===== config.mk =====
export PLATFORM = sky130hd
export DESIGN_NAME = fetch_stage
export DESIGN_NICKNAME = d
export VERILOG_FILES = /design/src/rtl/fetch_stage.sv
export SDC_FILE = /design/constraint.sdc
export NUM_CORES = 1
export LEC_CHECK = 0
export BUFFER_PORTS_ARGS = -buffer_cell sky130_fd_sc_hd__buf_2
export CORE_AREA = 4 4 93 161
export CTS_BUF_LIST = sky130_fd_sc_hd__clkbuf_8
export CTS_CLUSTER_SIZE = 8
export DETAILED_ROUTE_END_ITERATION = 10
export DIE_AREA = 0 0 97 165
export PLACE_DENSITY = 0.74
export SLEW_MARGIN = 20
export SYNTH_ARGS = -nofsm -noshare
export SYNTH_HDL_FRONTEND = slang
export SYNTH_SLANG_ARGS = --single-unit

===== constraint.sdc =====
create_clock -name CLK -period 1.9 [get_ports CLK]
set_input_delay 0.095 -clock CLK [delete_from_list [all_inputs] [get_ports CLK]]
set_output_delay 0.095 -clock CLK [all_outputs]
set_load 0.01 [all_outputs]

===== src/rtl/fetch_stage.sv =====
// rtl/fetch_stage.sv - MIPS instruction fetch stage with IF/ID latch
//
// Purpose: owns the PC, issues instruction reads to the icache and holds the
// IF/ID latch whose instr_out feeds the control unit. Handles stall, flush,
// branch/jump redirect, halt and counts accepted instructions.
//
// Ports:
//   CLK, RST            clock, synchronous active-high reset
//   ihit, iload         icache hit and returned instruction word
//   iREN, iaddr         icache read enable and address (= PC)
//   stall, flush        ID back-pressure, squash of the IF/ID latch
//   redirect(_pc)       taken branch/jump and its target
//   halt                halt decoded from the instruction in IF/ID
//   instr_out, npc_out  latched instruction and its PC+4
//   valid_out           IF/ID latch holds a real instruction
//   halted              fetch stopped after a halt
//   fetch_count         instructions accepted into IF/ID
module fetch_stage #(
  parameter int                WORD_W  = 32,
  parameter logic [WORD_W-1:0] PC_INIT = 32'h00000000
) (
  input  logic              CLK,
  input  logic              RST,
  input  logic              ihit,
  input  logic [WORD_W-1:0] iload,
  output logic              iREN,
  output logic [WORD_W-1:0] iaddr,
  input  logic              stall,
  input  logic              flush,
  input  logic              redirect,
  input  logic [WORD_W-1:0] redirect_pc,
  input  logic              halt,
  output logic [WORD_W-1:0] instr_out,
  output logic [WORD_W-1:0] npc_out,
  output logic              valid_out,
  output logic              halted,
  output logic [WORD_W-1:0] fetch_count
);

  typedef enum logic {FETCH, HALTED} state_e;

  state_e            state_q, state_d;
  logic [WORD_W-1:0] pc_q, pc_d;
  logic [WORD_W-1:0] instr_q, instr_d;
  logic [WORD_W-1:0] npc_q, npc_d;
  logic              valid_q, valid_d;
  logic [WORD_W-1:0] count_q, count_d;
  logic [WORD_W-1:0] pc_plus4;

  // Wraps modulo 2^WORD_W naturally.
  assign pc_plus4 = pc_q + WORD_W'(4);

  assign iaddr       = pc_q;
  assign iREN        = (state_q == FETCH) && !(stall && valid_q) && !redirect && !flush;
  assign halted      = (state_q == HALTED);
  assign instr_out   = instr_q;
  assign npc_out     = npc_q;
  assign valid_out   = valid_q;
  assign fetch_count = count_q;

  always_comb begin
    state_d = state_q;
    pc_d    = pc_q;
    instr_d = instr_q;
    npc_d   = npc_q;
    valid_d = valid_q;
    count_d = count_q;
    if (state_q == HALTED) begin
      // Frozen until reset; redirect/flush/ihit have no effect here.
      valid_d = 1'b0;
    end else if (redirect) begin
      // Target is forced word-aligned; redirect wins over stall.
      pc_d    = redirect_pc & ~WORD_W'(3);
      valid_d = 1'b0;
    end else if (flush) begin
      // PC holds so the squashed address is fetched again.
      valid_d = 1'b0;
    end else if (halt && valid_q && !stall) begin
      valid_d = 1'b0;
      state_d = HALTED;
    end else if (stall && valid_q) begin
      // ID is busy with a real instruction: hold everything.
    end else if (iREN && ihit) begin
      instr_d = iload;
      npc_d   = pc_plus4;
      valid_d = 1'b1;
      pc_d    = pc_plus4;
      count_d = count_q + WORD_W'(1);
    end else begin
      // Miss, or stall against an empty latch: insert a bubble.
      valid_d = 1'b0;
    end
  end

  always_ff @(posedge CLK) begin
    if (RST) begin
      state_q <= FETCH;
      pc_q    <= PC_INIT;
      instr_q <= '0;
      npc_q   <= '0;
      valid_q <= 1'b0;
      count_q <= '0;
    end else begin
      state_q <= state_d;
      pc_q    <= pc_d;
      instr_q <= instr_d;
      npc_q   <= npc_d;
      valid_q <= valid_d;
      count_q <= count_d;
    end
  end

endmodule


==> Word level (Yosys, flattened, before mapping) <==
Index checks and enable logic that the tools add are counted.
{ "totals": {"register_bits": 130, "out_inout_bits": 131, "wordCells": 41} }
{ "op_classes": {"n_addsub": 2, "n_eq_ne": 3, "n_mux": 10, "n_bitwise": 5, "reduce_logical": 15} }
{ "op_table": {"columns": ["op", "n"], "rows": [
  ["$mux W32", 5],
  ["$add A32 B1 Y32 const B", 1],
  ["$add A32 B3 Y32 const B", 1],
  ["$logic_and A1 B1 Y1", 7],
  ["$reduce_and A6 Y1", 1],
  ["$mux W1", 5],
  ["$not A1 Y1", 5],
  ["$reduce_and A5 Y1", 1],
  ["$reduce_or A5 Y1", 1],
  ["$logic_not A1 Y1", 4],
  ["$ne A2 B2 Y1 const B", 2],
  ["$ne A2 B1 Y1 const B", 1],
  ["$reduce_bool A2 Y1", 1]
]} }

==> Depth between registers and ports, before layout <==
Gate-level depths: netlist (run 1).
{ "logic_depth": {"word_depth": 11, "depth_mapped": 7, "mapped_depth_nobuf": 6} }

==> Least setup slack after synthesis (run 1) <==
Ideal clock, no wire load.
{ "synth_timing": {"path_type": "reg-to-reg", "from": "register pc_q[2], in the netlist iaddr[2]", "to": "register pc_q[30], in the netlist iaddr[30]", "arrival_time_ns": 1.884, "setup_slack_ns": -0.111, "stages_incl_launch_ff": 7, "n_path_buf": 0, "period_less_slack_ns": 2.011, "path_cell_list": "dfxtp_1 -> ha_1 -> inv_1 -> or4_4 -> or4_1 -> mux2i_1 -> o21ai_1"} }
{ "synth_via": {"elab_chain_len": 6} }
{ "synth_rtl": {"columns": ["item", "line_no", "text"], "rows": [
  ["start, declared", "43", "logic [WORD_W-1:0] pc_q, pc_d;"],
  ["start signal, assigned", "105", "pc_q <= pc_d;"],
  ["$add A32 B3 Y32", "51", "assign pc_plus4 = pc_q + WORD_W'(4);"],
  ["$mux W32", "83", "end else if (iREN && ihit) begin"],
  ["$mux W32", "81", "end else if (stall && valid_q) begin"],
  ["$mux W32", "78", "end else if (halt && valid_q && !stall) begin"],
  ["$mux W32", "75", "end else if (flush) begin"],
  ["$mux W32", "71", "end else if (redirect) begin"]
]} }
No other way between the ends. The select of a mux whose other input is x is not followed.
A chain may end at the register's enable or synchronous reset.

==> Worst setup path after layout (run 1) <==
{ "layout_timing": {"from": "register pc_q[15], in the netlist iaddr[15]", "to": "register pc_q[24], in the netlist iaddr[24]"} }
Same word-level chain as after synthesis.

==> impl_metrics.ini, run 1 <==
[sta]
period_needed_ns = 1.86
finalSetupTns_ns = 0
fin_worst_skew_ns = 0.0131
report.final.slew_viol_count = 0
timing.slew.headroom_pct = 62.4
setup_viol = 0
hold_viol_final = 0
finalWorstSetupSlack_ns = 0.0378
period_share_pct = 98.0
tightest_slew_ns = 0.563
fmax_mhz = 537
rsz0062_at_grt = true

[power_and_ir_drop]
seq_power_share_pct = 46.0
combPwrFrac_pct = 13.4
leakagePower_nw = 3.80
power_switching_mw = 1.66
vdd_drop_max_uv = 426
p_sw_share_pct = 27.2
pwr_density_cell_nw_per_um2 = 694
p_clk_share_pct = 40.6
total_power_mw = 6.08
internal-power_mw = 4.43

[final_layout]
layout-drive-gt1-share_pct = 34.6
final_common_cell = buf_2
ff_latch_area_um2 = 2550
antennaDiodeCount = 0
stdcell_count = 1246
fin_nets = 1129
syn2layout_area_growth_pct = 43.9
utilization_pct = 63.7
multi_input_area_um2 = 3260
n_fill_cell = 1191
layout_common_cells = buf_2 (194), nand2_1 (115), dfxtp_1 (109)

[logic_synthesis]
async_reset_ff_share_pct = 0
synth_flop_cell = dfxtp_1
ys_types = 64
yosys-top-cells-area = dfxtp_1 (41%), nand2_1 (7.1%), a21oi_1 (6.9%), xnor2_1 (4.6%), nor2_1 (3.6%)
avgSynthCellArea_um2 = 8.09
synth_warnings = 0
synth_top_area_share_pct = 41.4
netlist_area_um2 = 6090
ys_seq_elements = 126
synthCells = 753
synth_edf_count = 0
yosysSeqAreaShare_pct = 41.4
yosysTopAreaCell = dfxtp_1

[drt]
vias = 6707
route.met3.wl_mm = 1.14
drc_errors = 0
final_antenna_net_count = 0
wl_per_cell_um = 16.3
wl_met1_mm = 7.34
via_per_inst = 5.38
wl_mm = 20.4
met2_length_mm = 10.8
dr.first_iter.drc_count = 347
top_layer_used = met5
drt_first_pass_iters = 5

[hold_path]
hp-class = primary input to register
hold_start = redirect_pc[3]
min_to = iaddr[3]$_SDFFE_PP0P_
holdPathStages = 3

[placed_design]
place_inst = 1161
globalplace.congestion = 0.891
place_hpwl_mm = 14.3
io_buffers = 195
place_ws_ns = -0.0398

[setup_path]
path_cells = buf_4 -> inv_1 -> or4_4 -> nor3_4 -> nor4b_1 -> a211o_1
timing.critical_path.buf_inv = 2
crit_required_ns = 2.29
crit_fanout = 4
cp.arrival_ns = 2.25
path_delay_family = simple AND/OR/NAND/NOR gates
slowest_stage = or4_4
regToRegEndpoint = iaddr[24]$_SDFFE_PP0P_
worstSetupEndpointType = register
max_stage_delay_ns = 0.60
rrSetupSlack_ns = 0.04
reg2reg_depth = 6
cp-start-kind = register
r2r-start = iaddr[15]$_SDFFE_PP0P_
crit_type = register to register

[floorplanning]
die_w_um = 97
dieHeight_um = 165
start_util_pct = 44.3
core_um2 = 13800
ios = 202
dieArea_um2 = 16000
row_count = 57

[grt]
grt_max_degree = 62
grt_pass1_wl_mm = 32.1
grt_overflow = 0
antenna_found_initial = 1
grt_pass1_vias = 6547
grt_use_total_pct = 24.8

[clock_tree]
path_clk_slew_ns = 0.08
clock_latency_ns = 0.44
clockBufferDepth = 2
cts.sinks = 126
root_buffer = clkbuf_8
cts_buffers = 17
tritoncts = built
cts.htree.levels = 4

[run_status]
outcome = completed

[flow_run]
cap_violations = 0
-- power by group through the flow --
stage	Clock (mW)	Sequential, mW	Combinational (mW)
2_1_floorplan	0	2.91	0.331
3_3_place_gp	0	2.85	0.710
3_5_place_dp	0	2.86	0.717
4_1_cts	2.52	2.80	0.805
5_1_grt	2.63	2.81	0.888
6_report	2.47	2.79	0.817
-- how the worst max path moves through the flow --
stage                                 from                     end  slack [ns]  cells past startpoint
finish              iaddr[15]$_SDFFE_PP0P_  iaddr[24]$_SDFFE_PP0P_        0.04                      6
global route        iaddr[15]$_SDFFE_PP0P_  iaddr[30]$_SDFFE_PP0P_       -0.01                      5
CTS                  iaddr[3]$_SDFFE_PP0P_  iaddr[30]$_SDFFE_PP0P_        0.01                      6
detailed placement       halted$_SDFF_PP0_  iaddr[15]$_SDFFE_PP0P_       -0.04                      6
global placement         halted$_SDFF_PP0_  iaddr[12]$_SDFFE_PP0P_       0.002                      6
floorplan            iaddr[3]$_SDFFE_PP0P_  iaddr[30]$_SDFFE_PP0P_      -0.005                      6
-- layer usage --
layer / up-vias / global-route usage (%)
met5: - / 0
met4: 2 / 15.2
met3: 85 / 5.58
met2: 266 / 45.0
met1: 3091 / 25.8
li1: 3263 / -
-- cell families after synthesis --
kind of cell / share of synthesized area [%]
AND/OR/NAND/NOR: 25.7
XOR/XNOR: 6.90
adder cells (fa/ha/maj): 0.411
buffers and inverters: 6.39
other: 0.0616
AO/OA/AOI/OAI: 18.6
multiplexers: 0.513
flip-flops: 41.4
-- metrics by stage --
step	cell area (um2)	hold WS [ns]
after global routing	8770	0.0371
final	8770	0.0332
after floorplan	6140	0.231
after detailed placement	7730	0.341
after global placement	7730	0.335
after CTS	8680	0.00620
-- sequential cells by signal (all words and copies together), names as in the netlist --
| register | flops |
|---|---|
| fetch_count | 32 |
| halted | 1 |
| iaddr | 30 |
| instr_out | 32 |
| npc_out | 30 |
| valid_out | 1 |
-- worst reg2reg max path, cell delays in order, from the launching register on --
cell and delay [ns]:
dfxtp_4 0.38, buf_4 0.12, inv_1 0.06, or4_4 0.60, nor3_4 0.22, nor4b_1 0.28, a211o_1 0.14
-- area by class of cell --
class                   instances  area share (%)
clock buffers                  17            2.67
clock inverters                15            2.10
inverters                      14           0.599
multi-input cells             555            37.2
flip-flops and latches        126            29.1
well taps                     177            2.53
repair buffers                342            25.8
-- timing repair --
action,4_1_cts,5_1_grt
resized for setup,2,27
endpoints found under the setup margin,11,33
buffers inserted,0,1
pin swaps,0,4
hold buffers,52,0
endpoints found under the hold margin,53,0
-- synthesized netlist by cell type, types with 13 or more instances --
cell type / instances
nor3_1: 19
o21ai_0: 39
nand3_1: 27
a21oi_1: 84
xnor2_1: 32
clkbuf_1: 34
nand4_1: 15
and3_1: 16
dfxtp_1: 126
nor4_1: 14
nand2_1: 115
inv_1: 13
xor2_1: 16
nor2_1: 59
Note: power is estimated with default switching activity, not from simulation.
==> run 2, diff against run 1 <==
CORE_AREA = 4 4 99 171   (was 4 4 93 161)
DIE_AREA = 0 0 103 175   (was 0 0 97 165)
PLACE_DENSITY = 0.67   (was 0.74)
==> run 2 against run 1 <==
Utilization is 7.4 points lower. Critical path type unchanged. Sequential share of layout area grew 0.16 points. Clock skew increased by 0.0053 ns. Die area up 13%. First-iteration DRC count down 20%. Hold slack better by 0.0089 ns. Maximum frequency grew 1.5%. Combinational power down 2%. Highest routed layer is now met4. Critical path depth rose by 1.
==> impl_metrics.ini, run 2 (same netlist as run 1, synthesis figures left out) <==
[clock_tree]
clockBufferDepth = 2
clock_latency_ns = 0.44
root_buffer = clkbuf_8
cts_buffers = 17
path_clk_slew_ns = 0.09
tritoncts = built
cts.sinks = 126
cts.htree.levels = 4

[sta]
setup_viol = 0
fmax_mhz = 545
finalWorstSetupSlack_ns = 0.0650
finalSetupTns_ns = 0
period_needed_ns = 1.84
report.final.slew_viol_count = 0
period_share_pct = 96.6
tightest_slew_ns = 0.572
hold_viol_final = 0
rsz0062_at_grt = false
timing.slew.headroom_pct = 61.8
fin_worst_skew_ns = 0.0184

[grt]
grt_overflow = 0
grt_pass1_vias = 6606
grt_pass1_wl_mm = 32.4
grt_max_degree = 59
grt_use_total_pct = 22.5
antenna_found_initial = 0

[setup_path]
crit_fanout = 6
reg2reg_depth = 7
critPathLaunch = iaddr[14]$_SDFFE_PP0P_
crit_type = register to register
worstSetupEndpointType = register
regToRegEndpoint = npc_out[28]$_SDFFE_PP0P_
cp-start-kind = register
cp.arrival_ns = 2.16
rrSetupSlack_ns = 0.06
r2r-start = iaddr[14]$_SDFFE_PP0P_
crit_required_ns = 2.22

[floorplanning]
ios = 202
row_count = 60
start_util_pct = 39.4
dieHeight_um = 175
core_um2 = 15500
dieArea_um2 = 18000
die_w_um = 103

[hold_path]
hp-class = primary input to register
hold_start = redirect_pc[8]
holdPathStages = 5
min_to = iaddr[8]$_SDFFE_PP0P_

[placed_design]
dpl_cell_area_um2 = 7700
place_hpwl_mm = 14.5
io_buffers = 195
place_ws_ns = -0.00966
place_inst = 1163
globalplace.congestion = 0.901

[final_layout]
postLayoutCellArea_um2 = 8710
layout_common_cells = buf_2 (194), nand2_1 (115), dfxtp_1 (110)
stdcell_count = 1249
syn2layout_area_growth_pct = 42.9
fin_nets = 1122
final_common_cell = buf_2
layout-drive-gt1-share_pct = 34.2

[drt]
wl_mm = 20.5
vias = 6617
dr.first_iter.drc_count = 276
drc_errors = 0
via_per_inst = 5.30
final_antenna_net_count = 0
wl_per_cell_um = 16.4
drt_first_pass_iters = 5

[run_status]
outcome = completed

[power_and_ir_drop]
pwr_density_cell_nw_per_um2 = 675
vdd_drop_max_uv = 377
leakagePower_nw = 3.76

[flow_run]
cap_violations = 0
run 2: cell count changes in the layout (fill, tap and decap cells not counted), sizes merged:
cell         change
bufinv           -2
clkbuf           +1
dlygate4sd3      -1
clkinvlp         -1
diode            +1
buf              -6
clkinv           +2
run 2: power by group:
group,internal (mW),switching [mW]
Clock,1.09,1.18
Sequential,2.73,0.0653
Combinational,0.371,0.434
Total,4.19,1.68
run 2: metrics by stage:
stage | hold WS (ns) | util (%) | power [mW]
floorplan | 0.231 | - | 3.24
global placement | 0.335 | 49.8 | 3.56
detailed placement | 0.342 | 49.8 | 3.57
CTS | 0.00732 | 55.6 | 5.93
global route | 0.0350 | 56.3 | 6.15
finish | 0.0421 | 56.3 | 5.87
run 2: area by class of cell:
class | instances | area, um2
Timing Repair Buffer | 335 | 2210
Tap cell | 186 | 233
Inverter | 14 | 52.6
Clock inverter | 14 | 133
Clock buffer | 18 | 248
Fill cell | 1471 | 6760
Multi-Input combinational cell | 555 | 3280
Antenna cell | 1 | 2.50
Sequential cell | 126 | 2550
run 2: layer usage:
layer  part of all wire (%)  wire [um]  GRT usage, %
met4                    4.9       1000          13.5
met2                     52      10800          38.5
met1                     37       7540          24.3
met5                      0          0             0
met3                    5.8       1190          5.27
run 2: worst max-delay path, stage by stage (launching register included):
cell	delay [ns]
dfxtp_2	0.36
nand4_4	0.14
buf_4	0.19
or4_4	0.48
nor3_2	0.21
buf_4	0.14
xnor2_1	0.11
a21oi_1	0.08
run 2: what timing repair did:
| action | in CTS | in global routing |
|---|---|---|
| buffers inserted | 0 | 2 |
| hold buffers | 51 | 0 |
| endpoints found under the setup margin | 8 | 21 |
| gates resized for setup | 2 | 23 |
| cloned | 0 | 0 |
| pin swaps | 0 | 6 |
| endpoints found under the hold margin | 54 | 0 |
run 2: worst max-delay path by stage:
| stage | depth (start not counted) | end |
|---|---|---|
| floorplan | 6 | iaddr[30]$_SDFFE_PP0P_ |
| global placement | 6 | iaddr[30]$_SDFFE_PP0P_ |
| detailed placement | 6 | iaddr[17]$_SDFFE_PP0P_ |
| CTS | 6 | iaddr[30]$_SDFFE_PP0P_ |
| global route | 6 | iaddr[29]$_SDFFE_PP0P_ |
| finish | 7 | npc_out[28]$_SDFFE_PP0P_ |
